==> config.mk <==
export PLATFORM = sky130hd
export DESIGN_NAME = aes_key_schedule
export DESIGN_NICKNAME = d
export VERILOG_FILES = /design/src/rtl/aes_key_schedule.sv
export SDC_FILE = /design/constraint.sdc
export NUM_CORES = 1
export LEC_CHECK = 0
export ABC_AREA = 1
export CAP_MARGIN = 10
export CORE_MARGIN = 2
export CORE_UTILIZATION = 40
export CTS_BUF_LIST = sky130_fd_sc_hd__clkbuf_16
export DETAILED_ROUTE_END_ITERATION = 8
export PLACE_DENSITY = 0.6
export SYNTH_ARGS = -nofsm -noshare
export SYNTH_HDL_FRONTEND = slang
export SYNTH_HIERARCHICAL = 1
export SYNTH_SLANG_ARGS = --single-unit
==> constraint.sdc <==
create_clock -name clk -period 5.5 [get_ports clk]
set_clock_uncertainty 0.2 [all_clocks]
set_input_delay 1.375 -clock clk [delete_from_list [all_inputs] [get_ports clk]]
set_output_delay 1.375 -clock clk [all_outputs]
set_load 0.03 [all_outputs]
==> src/rtl/aes_key_schedule.sv <==
// ----------------------------------------------------------------------------
// aes_key_schedule
//   Iterative AES-128 key expansion. A cipher key is latched on an accepted
//   start. The engine then presents round keys 0..NUM_ROUNDS in order, and
//   each valid/ready handshake moves it on by one key. With rk_ready held high
//   it produces one new round key per cycle.
//
// Optional build macro: AES_KEY_SCHEDULE_STORE_EN
//   When defined, the block adds an 11-entry round-key store and a registered
//   read port.
//
// Ports
//   clk          clock, rising edge
//   rst          asynchronous reset, active low
//   start        request a new expansion (sampled only when idle)
//   key[127:0]   cipher key, key[127:96] is word 0
//   rk_ready     consumer accepts the presented round key
//   rk_valid     wo_0..wo_3 / rk_round hold a valid round key
//   rk_round     index of the presented round key
//   wo_0..wo_3   round-key words (MSB byte = row 0)
//   busy         expansion in progress
//   done         one-cycle pulse after the final key is accepted
//   rd_addr      (store build) round-key read address
//   rd_key       (store build) registered read data, 0 when out of range
//   keys_stored  (store build) full schedule held in the store
// ----------------------------------------------------------------------------

module sbox (
  input  logic [7:0] din,
  output logic [7:0] dout
);

  localparam logic [0:255][7:0] SBOX_TABLE = {
    8'h63, 8'h7c, 8'h77, 8'h7b, 8'hf2, 8'h6b, 8'h6f, 8'hc5, 8'h30, 8'h01, 8'h67, 8'h2b, 8'hfe, 8'hd7, 8'hab, 8'h76,
    8'hca, 8'h82, 8'hc9, 8'h7d, 8'hfa, 8'h59, 8'h47, 8'hf0, 8'had, 8'hd4, 8'ha2, 8'haf, 8'h9c, 8'ha4, 8'h72, 8'hc0,
    8'hb7, 8'hfd, 8'h93, 8'h26, 8'h36, 8'h3f, 8'hf7, 8'hcc, 8'h34, 8'ha5, 8'he5, 8'hf1, 8'h71, 8'hd8, 8'h31, 8'h15,
    8'h04, 8'hc7, 8'h23, 8'hc3, 8'h18, 8'h96, 8'h05, 8'h9a, 8'h07, 8'h12, 8'h80, 8'he2, 8'heb, 8'h27, 8'hb2, 8'h75,
    8'h09, 8'h83, 8'h2c, 8'h1a, 8'h1b, 8'h6e, 8'h5a, 8'ha0, 8'h52, 8'h3b, 8'hd6, 8'hb3, 8'h29, 8'he3, 8'h2f, 8'h84,
    8'h53, 8'hd1, 8'h00, 8'hed, 8'h20, 8'hfc, 8'hb1, 8'h5b, 8'h6a, 8'hcb, 8'hbe, 8'h39, 8'h4a, 8'h4c, 8'h58, 8'hcf,
    8'hd0, 8'hef, 8'haa, 8'hfb, 8'h43, 8'h4d, 8'h33, 8'h85, 8'h45, 8'hf9, 8'h02, 8'h7f, 8'h50, 8'h3c, 8'h9f, 8'ha8,
    8'h51, 8'ha3, 8'h40, 8'h8f, 8'h92, 8'h9d, 8'h38, 8'hf5, 8'hbc, 8'hb6, 8'hda, 8'h21, 8'h10, 8'hff, 8'hf3, 8'hd2,
    8'hcd, 8'h0c, 8'h13, 8'hec, 8'h5f, 8'h97, 8'h44, 8'h17, 8'hc4, 8'ha7, 8'h7e, 8'h3d, 8'h64, 8'h5d, 8'h19, 8'h73,
    8'h60, 8'h81, 8'h4f, 8'hdc, 8'h22, 8'h2a, 8'h90, 8'h88, 8'h46, 8'hee, 8'hb8, 8'h14, 8'hde, 8'h5e, 8'h0b, 8'hdb,
    8'he0, 8'h32, 8'h3a, 8'h0a, 8'h49, 8'h06, 8'h24, 8'h5c, 8'hc2, 8'hd3, 8'hac, 8'h62, 8'h91, 8'h95, 8'he4, 8'h79,
    8'he7, 8'hc8, 8'h37, 8'h6d, 8'h8d, 8'hd5, 8'h4e, 8'ha9, 8'h6c, 8'h56, 8'hf4, 8'hea, 8'h65, 8'h7a, 8'hae, 8'h08,
    8'hba, 8'h78, 8'h25, 8'h2e, 8'h1c, 8'ha6, 8'hb4, 8'hc6, 8'he8, 8'hdd, 8'h74, 8'h1f, 8'h4b, 8'hbd, 8'h8b, 8'h8a,
    8'h70, 8'h3e, 8'hb5, 8'h66, 8'h48, 8'h03, 8'hf6, 8'h0e, 8'h61, 8'h35, 8'h57, 8'hb9, 8'h86, 8'hc1, 8'h1d, 8'h9e,
    8'he1, 8'hf8, 8'h98, 8'h11, 8'h69, 8'hd9, 8'h8e, 8'h94, 8'h9b, 8'h1e, 8'h87, 8'he9, 8'hce, 8'h55, 8'h28, 8'hdf,
    8'h8c, 8'ha1, 8'h89, 8'h0d, 8'hbf, 8'he6, 8'h42, 8'h68, 8'h41, 8'h99, 8'h2d, 8'h0f, 8'hb0, 8'h54, 8'hbb, 8'h16
  };

  assign dout = SBOX_TABLE[din];

endmodule

module aes_key_schedule #(
  parameter int unsigned NUM_ROUNDS = 10
) (
  input  logic         clk,
  input  logic         rst,
  input  logic         start,
  input  logic [127:0] key,
  input  logic         rk_ready,
  output logic         rk_valid,
  output logic [3:0]   rk_round,
  output logic [31:0]  wo_0,
  output logic [31:0]  wo_1,
  output logic [31:0]  wo_2,
  output logic [31:0]  wo_3,
  output logic         busy,
  output logic         done
`ifdef AES_KEY_SCHEDULE_STORE_EN
  ,
  input  logic [3:0]   rd_addr,
  output logic [127:0] rd_key,
  output logic         keys_stored
`endif
);

  localparam logic [3:0] LAST_ROUND = 4'(NUM_ROUNDS);

  typedef enum logic {
    IDLE,
    RUN
  } state_t;

  state_t      state_q, state_d;
  logic [7:0]  rcon_q;
  logic [7:0]  rcon_next;
  logic [31:0] rot_word, sub_word, temp;
  logic [31:0] n0, n1, n2, n3;
  logic        load_key, advance, finish;

  // RotWord then SubWord on the last word of the current round key
  assign rot_word = {wo_3[23:0], wo_3[31:24]};

  sbox u_sbox0 (.din(rot_word[31:24]), .dout(sub_word[31:24]));
  sbox u_sbox1 (.din(rot_word[23:16]), .dout(sub_word[23:16]));
  sbox u_sbox2 (.din(rot_word[15:8]),  .dout(sub_word[15:8]));
  sbox u_sbox3 (.din(rot_word[7:0]),   .dout(sub_word[7:0]));

  assign temp = sub_word ^ {rcon_q, 24'h0};
  assign n0   = wo_0 ^ temp;
  assign n1   = wo_1 ^ n0;
  assign n2   = wo_2 ^ n1;
  assign n3   = wo_3 ^ n2;

  // xtime: multiply by x in GF(2^8), reducing by 0x11b (80 -> 1b)
  assign rcon_next = {rcon_q[6:0], 1'b0} ^ (rcon_q[7] ? 8'h1b : 8'h00);

  assign busy = (state_q != IDLE);

  always_comb begin
    state_d  = state_q;
    load_key = 1'b0;
    advance  = 1'b0;
    finish   = 1'b0;
    case (state_q)
      IDLE: begin
        if (start) begin
          load_key = 1'b1;
          state_d  = RUN;
        end
      end
      RUN: begin
        if (rk_ready) begin
          if (rk_round == LAST_ROUND) begin
            finish  = 1'b1;
            state_d = IDLE;
          end else begin
            advance = 1'b1;
          end
        end
      end
      default: state_d = IDLE;
    endcase
  end

  always_ff @(posedge clk or negedge rst) begin
    if (!rst) begin
      state_q <= IDLE;
    end else begin
      state_q <= state_d;
    end
  end

  always_ff @(posedge clk or negedge rst) begin
    if (!rst) begin
      rk_valid <= 1'b0;
      rk_round <= '0;
      wo_0     <= '0;
      wo_1     <= '0;
      wo_2     <= '0;
      wo_3     <= '0;
      rcon_q   <= 8'h01;
      done     <= 1'b0;
    end else begin
      done <= finish;
      if (load_key) begin
        wo_0     <= key[127:96];
        wo_1     <= key[95:64];
        wo_2     <= key[63:32];
        wo_3     <= key[31:0];
        rk_round <= '0;
        rk_valid <= 1'b1;
        rcon_q   <= 8'h01;
      end else if (advance) begin
        wo_0     <= n0;
        wo_1     <= n1;
        wo_2     <= n2;
        wo_3     <= n3;
        rk_round <= rk_round + 4'd1;
        rcon_q   <= rcon_next;
      end else if (finish) begin
        // words and round index keep the last key
        rk_valid <= 1'b0;
      end
    end
  end

`ifdef AES_KEY_SCHEDULE_STORE_EN
  logic [127:0] key_store [0:10];

  always_ff @(posedge clk or negedge rst) begin
    if (!rst) begin
      for (int unsigned i = 0; i < 11; i++) begin
        key_store[i] <= '0;
      end
      rd_key      <= '0;
      keys_stored <= 1'b0;
    end else begin
      if (rk_valid && rk_ready && (rk_round <= LAST_ROUND)) begin
        key_store[rk_round] <= {wo_0, wo_1, wo_2, wo_3};
      end
      rd_key <= (rd_addr <= LAST_ROUND) ? key_store[rd_addr] : '0;
      if (load_key) begin
        keys_stored <= 1'b0;
      end else if (finish) begin
        keys_stored <= 1'b1;
      end
    end
  end
`endif

endmodule

=== Word-level counts from Yosys, hierarchy flattened ===
Memories as Yosys holds them, arrays and structs flattened.
Index checks and enable logic that the tools add are counted.

* Output and inout bits: 135
* Memories: 4
* Flip-flop bits (word level): 143
* Logic and storage cells: 68
* Input bits: 132
* Bits in read-only memories: 8,192

{| class="wikitable"
|+ Memory list
! name !! depth !! bits a word !! rd ports !! clocked after memory_dff !! write ports !! line !! source
|-
| (no name shown) || 256 || 8 || 1 || 0 || 0 || 52 || <nowiki>assign dout = SBOX_TABLE[din];</nowiki>
|-
| (no name shown) || 256 || 8 || 1 || 0 || 0 || 52 ||
|-
| (no name shown) || 256 || 8 || 1 || 0 || 0 || 52 ||
|-
| (no name shown) || 256 || 8 || 1 || 0 || 0 || 52 ||
|}

* Bitwise gates (word level): 11
* Reduce and logical (&&, ||, !) cells: 3
* Add/subtract/negate cells: 1
* Eq/ne operators: 2
* $lt $le $gt $ge: 4
* Muxes and demuxes: 34

{| class="wikitable"
|+ Operators by type and width
! cell !! count
|-
| 2-to-1 mux 32 bit || 8
|-
| bitwise XOR 32 bit || 5
|-
| 2-to-1 mux 8 bit || 10
|-
| greater-or-equal comparator 9 bit (second input constant) || 4
|-
| NOT 8 -> 9 bit || 4
|-
| 2-to-1 mux 1 bit || 12
|-
| 2-to-1 mux 4 bit || 2
|-
| bitwise XOR 8 x 5 -> 8 bit || 1
|-
| 2-to-1 mux 5 bit || 1
|-
| adder 4 x 1 -> 4 bit (second input constant) || 1
|-
| equality test 4 bit (second input constant) || 1
|-
| nonzero test 2 bit || 2
|-
| inequality test 2 bit (second input constant) || 1
|-
| one-hot mux 1 bit (2 select lines) || 1
|-
| AND reduction 2 bit || 1
|-
| NOT 1 bit || 1
|}

=== Logic depth before layout (Yosys ltp) ===
* Word-level depth: 11
* Depth in mapped cells: 25
* Depth with buffers taken out: 24

=== Cells and area by module ===
The synthesis kept the hierarchy.

{| class="wikitable"
|+ By module, submodules not included
! module !! cells an instance !! area each (µm²) !! sequential area each (µm²) !! instances
|-
| sbox at u_sbox1 ... || 635 || 3,093.0 || 0.0 || 3
|-
| aes_key_schedule || 1,089 || 8,018.9 || 3,579.7 || 1
|-
| sbox at u_sbox0 || 636 || 3,128.0 || 0.0 || 1
|}

=== Worst setup path after synthesis ===
No wires, ideal clock.

* Kind: register -> register
* Start: register wo_3[17]
* End: register wo_3[27]
* Cell stages (with the launch flop): 25
* Setup time: 0.117 ns
* Period minus slack after synthesis: 3.329 ns
* Setup slack: 2.171 ns
* Path buffers: 1
* Required time: 5.183 ns
* Data arrival time: 3.012 ns
* Cell sequence: dfrtp_1 -> inv_1 -> ha_1 -> buf_4 -> inv_1 -> nand2_2 -> nand2_2 -> o21ai_0 -> nand2_1 -> nand2_1 -> nand2_1 -> nand2_1 -> nand2_1 -> nand2_1 -> inv_1 -> nand2_1 -> nand2_1 -> nand2_1 -> nand2_1 -> nand2_1 -> nand3_1 -> nand3_1 -> nand2_1 -> nand2_1 -> nand2_1

* Word-level cells in the longest chain between the ends: 11

{| class="wikitable"
|+ RTL lines
! item !! line !! source
|-
| start, declared || 69 || <nowiki>output logic [31:0] wo_3,</nowiki>
|-
| start signal, assigned || 163 || <nowiki>wo_3 <= key[31:0];</nowiki>
|-
| start signal, assigned || 171 || <nowiki>wo_3 <= n3;</nowiki>
|-
| NOT 8 -> 9 bit (not written as such) || 52 ||
|-
| memory read (256 x 8 bit) || n/a ||
|-
| 2-to-1 mux 8 bit (not written as such) (2 in a row) || 52 ||
|-
| net sub_word[27] || 90 || <nowiki>logic [31:0] rot_word, sub_word, temp;</nowiki>
|-
| bitwise XOR 32 bit || 102 || <nowiki>assign temp = sub_word ^ {rcon_q, 24'h0};</nowiki>
|-
| bitwise XOR 32 bit || 103 || <nowiki>assign n0 = wo_0 ^ temp;</nowiki>
|-
| bitwise XOR 32 bit || 104 || <nowiki>assign n1 = wo_1 ^ n0;</nowiki>
|-
| bitwise XOR 32 bit || 105 || <nowiki>assign n2 = wo_2 ^ n1;</nowiki>
|-
| bitwise XOR 32 bit || 106 || <nowiki>assign n3 = wo_3 ^ n2;</nowiki>
|-
| 2-to-1 mux 32 bit || 167 || <nowiki>end else if (advance) begin</nowiki>
|-
| 2-to-1 mux 32 bit || 159 || <nowiki>if (load_key) begin</nowiki>
|}

The timed path passes the listed nets, and every way through them passes these cells. The select of a mux whose other input is x is not followed.
A chain may end at the register's enable or synchronous reset.

=== Final worst setup path ===
* Start: register wo_3[24]
* End: register wo_3[5]

Same word-level chain as after synthesis.

==> results.txt <==
----------------------------------------------------
[Yosys]
  Synth Cell Area ... around 20000 um^2
  Most common cell in the synthesized netlist ... nand2_1
  Mean instance size in the synthesized netlist ... around 5.6 um^2
  Flop and latch count out of synthesis ... around 140
  Most used standard cells in the synthesized netlist ... 1298 x nand2_1, 996 x nand3_1, 269 x inv_1
  Async set or reset register ratio after synthesis ... between 90% and 100%
  Share of Yosys cell area claimed by the top area cell type ... between 20% and 30%
  Top_reg_cell synth ... dfrtp_1
  Cell taking the most area after synthesis ... nand3_1
  Number of flops mapped to enable cells by yosys ... 0
  Number of distinct library cell variants in the gate-level netlist after synthesis ... 40
  Post-synthesis net count ... between 3000 and 4000
  Synth top area cells ... nand3_1 24%, nand2_1 24%, dfrtp_1 17%
  Sequential element share of the synthesized area ... around 18%
  Post-Syn Instances ... between 3000 and 4000
  Number of synthesis warnings ... 6

[Timing]
  Peak Freq ... between 0.2 and 0.25 GHz
  RSZ-0062 raised after global routing ... no
  Setup-violating endpoint count in the final report ... 0
  Setup tns final ... 0 ns
  Final period utilization ... between 70% and 80%
  Number of max-slew violations in the final report ... 0
  Final Hold Violating Endpoints ... 0
  Transition time of the tightest slew-check pin ... ~1.1 ns
  Final critical delay including setup and external delays ... ~4.0 ns
  Slew Limit Headroom ... 28.41%

[Clock tree]
  Clock-pin transition on the worst setup and hold timing paths ... about 0.070 ns
  Level count of the clock H-tree ... 4
  Number of buffers inserted for hold repair after clock tree synthesis ... 0
  Maximum count of clock buffers along a single path ... 2
  Latest clock arrival within the worst-skew pair ... approximately 0.47 ns
  Cell at the root of the clock tree ... clkbuf_16
  Clock tree from TritonCTS ... yes
  Sinks on the clock net ... between 100 and 150
  Buffers inserted during post-CTS setup optimization ... 0
  Number of clock buffers inserted by TritonCTS ... 17
  Cells resized by post-CTS repair ... 0

[Critical path]
  Origin of the critical flop-to-flop path ... wo_3[24]
  Endpoint required time on the critical path ... 5.64 ns
  CP arrival ... between 4 and 5 ns
  Critical Path Fanout Max ... 15
  Crit path kind ... reg2reg
  Worst reg-to-reg setup slack ... approximately 1.5 ns
  Timing startpoint of the critical path ... wo_3[24]
  Launching element type of the critical path ... register
  Worst Setup End Kind ... register

[Placed design]
  Routability cong. ... approximately 1.0
  Total cell area at the placement stage ... about 23000 um^2
  HPWL Detailed ... roughly 74 mm
  Number of I/O port buffers ... 266

[Run]
  Number of maximum-capacitance violations ... 0

[Cells and area]
  Number of nets in the layout ... around 4000
  Post-route cell area ... between 20000 and 25000 um^2
  Share of post-route cells with drive strength above 1 ... roughly 6.5%
  Signed area change from the synthesized netlist to the final layout ... 15.56%
  Diode insertion count for antenna repair ... 0

[Route]
  Vias per inst ... 6.063
  Total detailed-routing wirelength ... roughly 100 mm
  ANT nets after route ... 0
  Detailed-router iteration count before antenna repair ... 7
  Wirelength per Cell ... approximately 23 um
  Iter 0 DRT Violations ... about 4200
  Post-detailed-route DRC marker count ... 0
  Vias after detailed routing ... approximately 27000

[Outcome]
  Run status ... completed

[GRT]
  Total grt overflow ... 0
  Global router's overall resource usage ... a little under two fifths
  Number of antenna violations at the first check in global routing ... 4
  Number of global-route vias before repair ... between 20000 and 30000
  First-pass GRT wire length ... approximately 150 mm
  Maximum number of pins on one net before global-route repair ... roughly 140

[Floorplan]
  Initial core utilization ... between 40% and 50%
  Area of the die ... around 53000 um^2
  Area of the core ... 50270 um^2
  Die X-Extent ... ~230 um
  Top-level I/O count ... approximately 270
  FP Rows ... 82
  Vertical extent of the die ... 230.0 um

[Worst hold path]
  Worst hold start ... rk_round[3]
  Hold/Removal Path Class ... reg2reg

----------------------------------------------------
==> area by class of cell <==
| cell class | count | area, um^2 |
|---|---|---|
| tap | 672 | 840.8 |
| multi-input combinational | 2954 | 14300 |
| sequential | 143 | 3591 |
| inverter | 292 | 1109 |
| timing repair buffer | 323 | 3117 |
| fill | 5555 | 26670 |
| clock buffer | 17 | 425.4 |
| clock inverter | 15 | 219.0 |
==> cell usage in the layout, fill, tap and decap left out, drive strengths merged, types with 58 or more instances in the layout <==
cell type,count
ha,62
dfrtp,142
nand2,1354
a21oi,95
buf,58
nor2,162
inv,300
clkdlybuf4s50,265
nand3,1009
o211ai,82
==> logic make-up after synthesis <==
family	Yosys count	synth area share (%)
compound gates	273	8.392
buf+inv	533	12.49
simple gates	2583	56.25
flops	143	17.53
xor+xnor	36	1.544
fa+ha+maj	62	3.798
==> per-stage QoR <==
step                      setup WS, ns  util, %  hold slack, ns  cells
after global placement           1.462    45.67          0.3074   4384
after global routing             1.183    46.95          0.3428   4416
after floorplan                  2.171        -          0.3115   3630
final                            1.465    46.95          0.3088   4416
after detailed placement         1.521    45.67          0.2973   4384
after CTS                        1.519    46.95          0.3108   4416
==> final timing paths <==
kind,endpoint,cells past startpoint
max,wo_3[5],21
min,rk_round[3],1
max reg2reg,wo_3[5],21
min reg2reg,rk_round[3],1
max in group asynchronous,wo_3[12],2
min in group asynchronous,wo_0[28],1
==> worst max-delay path, cell delays in order, from the launching register on <==
cell and delay, ns:
dfrtp_1 0.70, inv_1 0.30, ha_1 0.60, inv_1 0.16, nand2_4 0.18, nand2_1 0.19, inv_2 0.15, nand2_1 0.06
nand3_1 0.07, nand2_1 0.07, nand3_1 0.07, nand3_1 0.09, nand2_1 0.14, inv_1 0.05, nand2_1 0.05, nand2_1 0.20
xor2_1 0.24, nand2_1 0.07, nand2_1 0.08, nand2_1 0.07, nand3_1 0.11, nand3_1 0.08
==> flip-flops by register name, summed over array words and instances (netlist names) <==
register / count
wo_0: 32
busy: 1
rk_valid: 1
rk_round: 4
wo_3: 32
wo_1: 32
done: 1
wo_2: 32
rcon_q: 8
==> metal layers <==
| metal | GRT usage, % | up-vias | wire length [um] |
|---|---|---|---|
| li1 | - | 12220 | - |
| met1 | 48.52 | 12190 | 39550 |
| met2 | 57.70 | 1945 | 44320 |
| met3 | 9.722 | 406 | 12540 |
| met4 | 19.09 | 8 | 6050 |
| met5 | 0 | - | 58 |
Power is left out: the tool's default activity adds up to more than one toggle a clock period on the data nets, which glitch-free logic cannot reach.
